File: src/rtl/rx_word_fifo_if.sv
// rx_word_fifo_if: serial bit input, parallel word output and status signals of rx_word_fifo
interface rx_word_fifo_if #(
    parameter int WIDTH = 8,
    parameter int DEPTH = 4
);
    logic                     tx_data;
    logic                     tx_vld;
    logic                     rx_ready;
    logic [WIDTH-1:0]         out_data;
    logic                     out_vld;
    logic                     out_rdy;
    logic [$clog2(DEPTH):0]   fifo_count;
    logic                     frame_done;
    modport master (
        output tx_data, tx_vld, out_rdy,
        input  rx_ready, out_data, out_vld, fifo_count, frame_done
    );
    modport slave (
        input  tx_data, tx_vld, out_rdy,
        output rx_ready, out_data, out_vld, fifo_count, frame_done
    );
endinterface

File: src/rtl/rx_word_fifo.sv
// rx_word_fifo: deserializes an MSB-first bit stream into words buffered in a first-word-fall-through FIFO
module rx_word_fifo #(
    parameter int WIDTH       = 8,
    parameter int DEPTH       = 4,
    parameter int FRAME_WORDS = 4
) (
    input logic           clk,
    input logic           clr,
    rx_word_fifo_if.slave bus
);
    localparam int AW = $clog2(DEPTH);
    localparam int CW = AW + 1;
    localparam int BW = $clog2(WIDTH);
    localparam int FW = FRAME_WORDS > 1 ? $clog2(FRAME_WORDS) : 1;
    logic [WIDTH-1:0] mem [DEPTH];
    logic [WIDTH-1:0] shift;
    logic [WIDTH-1:0] word;
    logic [BW-1:0]    bit_cnt;
    logic [AW-1:0]    rd_ptr;
    logic [AW-1:0]    wr_ptr;
    logic [CW-1:0]    count;
    logic [FW-1:0]    frame_cnt;
    logic             frame_done;
    logic             last_bit;
    logic             rx_ready;
    logic             accept;
    logic             push;
    logic             pop;
    logic             frame_end;
    assign last_bit  = bit_cnt == BW'(WIDTH - 1);
    // only the final bit of a word waits for a free slot, so a word is never dropped
    assign rx_ready  = !(last_bit && count == CW'(DEPTH));
    assign accept    = bus.tx_vld && rx_ready;
    assign push      = accept && last_bit;
    assign pop       = count != '0 && bus.out_rdy;
    assign word      = {shift[WIDTH-2:0], bus.tx_data};
    assign frame_end = frame_cnt == FW'(FRAME_WORDS - 1);
    assign bus.rx_ready   = rx_ready;
    assign bus.out_vld    = count != '0;
    assign bus.out_data   = count != '0 ? mem[rd_ptr] : '0;
    assign bus.fifo_count = count;
    assign bus.frame_done = frame_done;
    always_ff @(posedge clk) begin
        if (push) mem[wr_ptr] <= word;
    end
    always_ff @(posedge clk) begin
        if (clr) begin
            shift      <= '0;
            bit_cnt    <= '0;
            rd_ptr     <= '0;
            wr_ptr     <= '0;
            count      <= '0;
            frame_cnt  <= '0;
            frame_done <= 1'b0;
        end else begin
            if (accept) begin
                shift   <= word;
                bit_cnt <= last_bit ? '0 : bit_cnt + BW'(1);
            end
            if (push) wr_ptr <= wr_ptr + AW'(1);
            if (pop) rd_ptr <= rd_ptr + AW'(1);
            if (push != pop) count <= push ? count + CW'(1) : count - CW'(1);
            frame_done <= push && frame_end;
            if (push) frame_cnt <= frame_end ? '0 : frame_cnt + FW'(1);
        end
    end
endmodule

File: src/flat_wrapper.sv
// flat-port wrapper written by rule: the top's interface ports become plain ports
module rx_word_fifo_flat 
#(
    parameter int WIDTH       = 8,
    parameter int DEPTH       = 4,
    parameter int FRAME_WORDS = 4
)
  (clk, clr, bus_tx_data, bus_tx_vld, bus_out_rdy, bus_rx_ready, bus_out_data, bus_out_vld, bus_fifo_count, bus_frame_done);
  rx_word_fifo_if #(.WIDTH(WIDTH), .DEPTH(DEPTH)) bus_i ();
  input logic clk;
  input logic clr;
  input wire logic [$bits(bus_i.tx_data)-1:0] bus_tx_data;
  input wire logic [$bits(bus_i.tx_vld)-1:0] bus_tx_vld;
  input wire logic [$bits(bus_i.out_rdy)-1:0] bus_out_rdy;
  output wire logic [$bits(bus_i.rx_ready)-1:0] bus_rx_ready;
  output wire logic [$bits(bus_i.out_data)-1:0] bus_out_data;
  output wire logic [$bits(bus_i.out_vld)-1:0] bus_out_vld;
  output wire logic [$bits(bus_i.fifo_count)-1:0] bus_fifo_count;
  output wire logic [$bits(bus_i.frame_done)-1:0] bus_frame_done;
  assign bus_i.tx_data = bus_tx_data;
  assign bus_i.tx_vld = bus_tx_vld;
  assign bus_i.out_rdy = bus_out_rdy;
  assign bus_rx_ready = bus_i.rx_ready;
  assign bus_out_data = bus_i.out_data;
  assign bus_out_vld = bus_i.out_vld;
  assign bus_fifo_count = bus_i.fifo_count;
  assign bus_frame_done = bus_i.frame_done;
  rx_word_fifo #(.WIDTH(WIDTH), .DEPTH(DEPTH), .FRAME_WORDS(FRAME_WORDS)) u_core (.clk(clk), .clr(clr), .bus(bus_i));
endmodule
File: config.mk
export PLATFORM = sky130hd
export DESIGN_NAME = rx_word_fifo_flat
export DESIGN_NICKNAME = d
export VERILOG_FILES = /design/src/rtl/rx_word_fifo_if.sv /design/src/rtl/rx_word_fifo.sv /design/src/flat_wrapper.sv
export SDC_FILE = /design/constraint.sdc
export NUM_CORES = 1
export LEC_CHECK = 0
export ABC_CLOCK_PERIOD_IN_PS = 2090
export BUFFER_PORTS_ARGS = -buffer_cell sky130_fd_sc_hd__buf_2
export CAP_MARGIN = 20
export CORE_MARGIN = 2
export CORE_UTILIZATION = 35
export CTS_CLUSTER_SIZE = 28
export DETAILED_ROUTE_END_ITERATION = 7
export GPL_TIMING_DRIVEN = 0
export PLACE_DENSITY = 0.51
export REMOVE_ABC_BUFFERS = 1
export SYNTH_ARGS = -nofsm -noshare
export SYNTH_HDL_FRONTEND = slang
export SYNTH_SLANG_ARGS = --single-unit
File: constraint.sdc
create_clock -name clk -period 2.09 [get_ports clk]
set_input_delay 0.418 -clock clk [delete_from_list [all_inputs] [get_ports clk]]
set_output_delay 0.418 -clock clk [all_outputs]
set_load 0.01 [all_outputs]
==> impl_results.md <==
* Status: finished clean
* Fin crit period at 1.98 ns
* Mux cell area share after synthesis at 11.4%
* Via/cell ratio at 4.83
* Static leakage at 0.885 nW
* Crit. End Element: output port
* R2r worst-path depth at 9
* Total die area at 6970 sq um
* Ports at 19
* Commonest non-fill, non-tap cell in the layout: edfxtp_1
* Max Root-Sink Buffers at 2
* Slew HR at 67.4%
* Routed WL at 3620 um
* Mapped Area at 2210 sq um
* Peak Freq at 0.506 GHz
* WL/cell at 14.3 um
* # rows at 28
* DR DRC count at 0
* Effective utilization at floorplan at 36.7%
* # setup viols final at 0
* Hold Crit Depth at 1
* Global Route met2 Usage at 17.1%
* Vias in the first global route at 1149
* I/O Buffers at 18
* GR Overflow Total at 0
* Via count at 1228
* Clk root buf: clkbuf_8
* Synth unique cells at 28
* First-pass GRT wire length at 5900 um
* Htree depth at 2
* Most Crowded Layer GR: met2
* Required time of the critical path at 1.67 ns
* MaxCap Viol Count at 0
* Post-DP HPWL at 2420 um
* Fill count at 574
* Max FO, Critical Path at 8
* Ant diodes at 0
* Crit Reg-Reg Startpoint: u_core.bit_cnt[0]$_SDFFE_PP0N_
* Met1 global-route usage at 14.4%
* Num CTS Buffers at 5
* Commonest cells after routing, fill and taps aside: edfxtp_1 (32), buf_2 (18), dfxtp_1 (18), and2_1 (13), nor2_1 (13)
* Initial antenna violation count at 0
* HP Start: bus_tx_data
* Synth Register Bits at 54
* Largest net degree at the start of global routing at 25
* Synth Instances at 159
* Cell Pwr Density at 876 nW/um^2
* Worst-Margin Slew at 0.489 ns
* R2R Setup Slk at 0.12 ns
* Critical path arrival at 1.56 ns
* Layout cells sized above 1 at 27.9%
* WHS Endpoint: u_core.mem[0][0]$_DFFE_PP_
* Setup crit start kind: register
* TritonCTS clock tree: done
* FF-to-FF End: u_core.bus.fifo_count[2]$_SDFFE_PP0P_
* Main combinational cell family by area after synthesis: simple AND/OR/NAND/NOR gates
* Period utilization at 94.6%
* Total track usage at 11.1%
* Simple-gate share of the synthesized area at 12.5%
* Hold_buf cts at 0
* Clock latency on the worst-skew pair at 0.30 ns
* Clock slew at reported path FFs at 0.08 ns
* Dpl ws at -0.502 ns
* Area growth syn-to-layout at 13.6%
* Global Route met3 Usage at 3.36%
* Peak supply drop at 0.000320 V
* Final Hold Viols at 0
* Final Non-Filler Cells at 254
* Post-Place Cells at 244
* Path type of the worst setup path: reg2out
* Post-Synth XOR/XNOR Area at 1.58%
* Pwr Total at 2.20 mW
* Placeable Area at 6030 sq um
* Die H at 83.5 um
* Clk_skew at 0.00982 ns
* Drt pass-1 iters at 4
* CTS sink cnt at 54
* FF+latch area at 1410 sq um
* Slew Viols, Final at 0
* Synth Warn # at 0
* Compound-Gate Fraction of Synth Area at 3.79%
* Die width at 83.5 um
* Post-Syn Area per Cell at 13.9 sq um
* Nets at 191
* Sequential cell area fraction in the yosys report at 63.3%
* Final antenna-violating net count at 0
* Post-Synth Adder-Cell Area at 4.86%
* Final RePlAce weighted congestion at 0.730
* Area of the multi-input gates at 803 sq um
* Iteration-0 DRC Markers at 49
* Min-Delay Path Class: in2reg
* Final worst setup slack at 0.112 ns
==> sequential cells by signal (all words and copies together), names as in the netlist, named ones only <==
signal	flops
u_core.frame_cnt	2
u_core.wr_ptr	2
u_core.shift	7
u_core.mem	32
u_core.bus.fifo_count	3
u_core.bit_cnt	3
u_core.bus.frame_done	1
u_core.rd_ptr	2
==> repair_timing <==
item / 4_1_cts / 5_1_grt
setup buffers: 1 / 1
gates resized for setup: 10 / 5
pin swaps: 0 / 1
setup endpoints to repair: 43 / 2
==> power breakdown <==
part           internal [mW]  switching [mW]
registers               1.16          0.0884
clock network          0.237           0.310
logic                  0.221           0.186
==> synthesized netlist by cell type <==
| master | number | area share [%] |
|---|---|---|
| nand4bb_1 | 1 | 0.51 |
| mux4_2 | 8 | 8.1 |
| a21oi_2 | 1 | 0.40 |
| edfxtp_1 | 32 | 43 |
| nor2_1 | 13 | 2.2 |
| nand2_1 | 10 | 1.7 |
| mux2_2 | 1 | 0.51 |
| nor2_2 | 1 | 0.28 |
| buf_2 | 2 | 0.45 |
| o31ai_4 | 1 | 0.96 |
| or3_1 | 1 | 0.28 |
| dfxtp_1 | 22 | 20 |
| nor3b_1 | 2 | 0.68 |
| xor2_1 | 3 | 1.2 |
| xnor2_1 | 1 | 0.40 |
| nand3_1 | 9 | 2.0 |
| mux2i_1 | 5 | 2.3 |
| buf_6 | 1 | 0.51 |
| clkbuf_1 | 5 | 0.85 |
| ha_1 | 7 | 4.0 |
| and2_1 | 13 | 3.7 |
| mux2_1 | 1 | 0.51 |
| nand2b_1 | 2 | 0.57 |
| fa_1 | 1 | 0.91 |
| inv_1 | 4 | 0.68 |
| nor2b_1 | 2 | 0.57 |
| a32oi_1 | 1 | 0.40 |
| a21oi_1 | 9 | 2.0 |
==> kinds of logic after synthesis <==
| kind of cell | count (synthesis) |
|---|---|
| XOR/XNOR | 4 |
| adder cells (fa/ha/maj) | 8 |
| buffers and inverters | 12 |
| AO/OA/AOI/OAI | 12 |
| flip-flops | 54 |
| AND/OR/NAND/NOR | 54 |
| multiplexers | 15 |
==> metrics by stage <==
| stage | hold WS, ns | cell area (sq um) | util (%) | TNS, ns |
|---|---|---|---|---|
| final | 0.363 | 2510 | 41.7 | 0 |
| after global placement | 0.450 | 2360 | 39.1 | -0.628 |
| after global routing | 0.363 | 2510 | 41.7 | -0.0174 |
| after floorplan | 0.435 | 2170 | - | -0.208 |
| after detailed placement | 0.475 | 2360 | 39.1 | -2.39 |
| after CTS | 0.359 | 2490 | 41.3 | -0.0166 |
==> worst max path at each step <==
stage	startpoint	to	slack [ns]	cells after the start
3_3_place_gp	u_core.bit_cnt[0]$_SDFFE_PP0N_	u_core.bus.fifo_count[2]$_SDFFE_PP0P_	-0.41	9
5_1_grt	u_core.bus.fifo_count[0]$_SDFFE_PP0P_	u_core.bus.fifo_count[2]$_SDFFE_PP0P_	-0.02	7
2_1_floorplan	u_core.bit_cnt[0]$_SDFFE_PP0N_	u_core.bus.fifo_count[2]$_SDFFE_PP0P_	-0.21	9
4_1_cts	u_core.bit_cnt[0]$_SDFFE_PP0N_	u_core.bus.fifo_count[2]$_SDFFE_PP0P_	-0.02	9
3_5_place_dp	u_core.bit_cnt[0]$_SDFFE_PP0N_	u_core.bus.fifo_count[2]$_SDFFE_PP0P_	-0.50	9
6_report	register	bus_out_data[4]	0.11	3
==> final cells by class <==
| cell class | count | share of cell area, % |
|---|---|---|
| flip-flops and latches | 54 | 56.1 |
| well taps | 75 | 3.74 |
| clock buffers | 6 | 2.89 |
| inverters | 4 | 0.598 |
| repair buffers | 20 | 4.18 |
| clock inverters | 2 | 0.548 |
| multi-input cells | 93 | 32.0 |
==> worst max-delay path, cell delays in order, from the launching register on <==
cell     delay, ns
dfxtp_4       0.46
mux4_2        0.52
and2_1        0.15
buf_2         0.13
==> metal layers <==
metal	part of all wire [%]	vias up
met5	0	-
met1	45	596
met3	5.3	7
li1	-	603
met2	48	22
met4	1.8	0
Power figures use the tool's default switching activity.
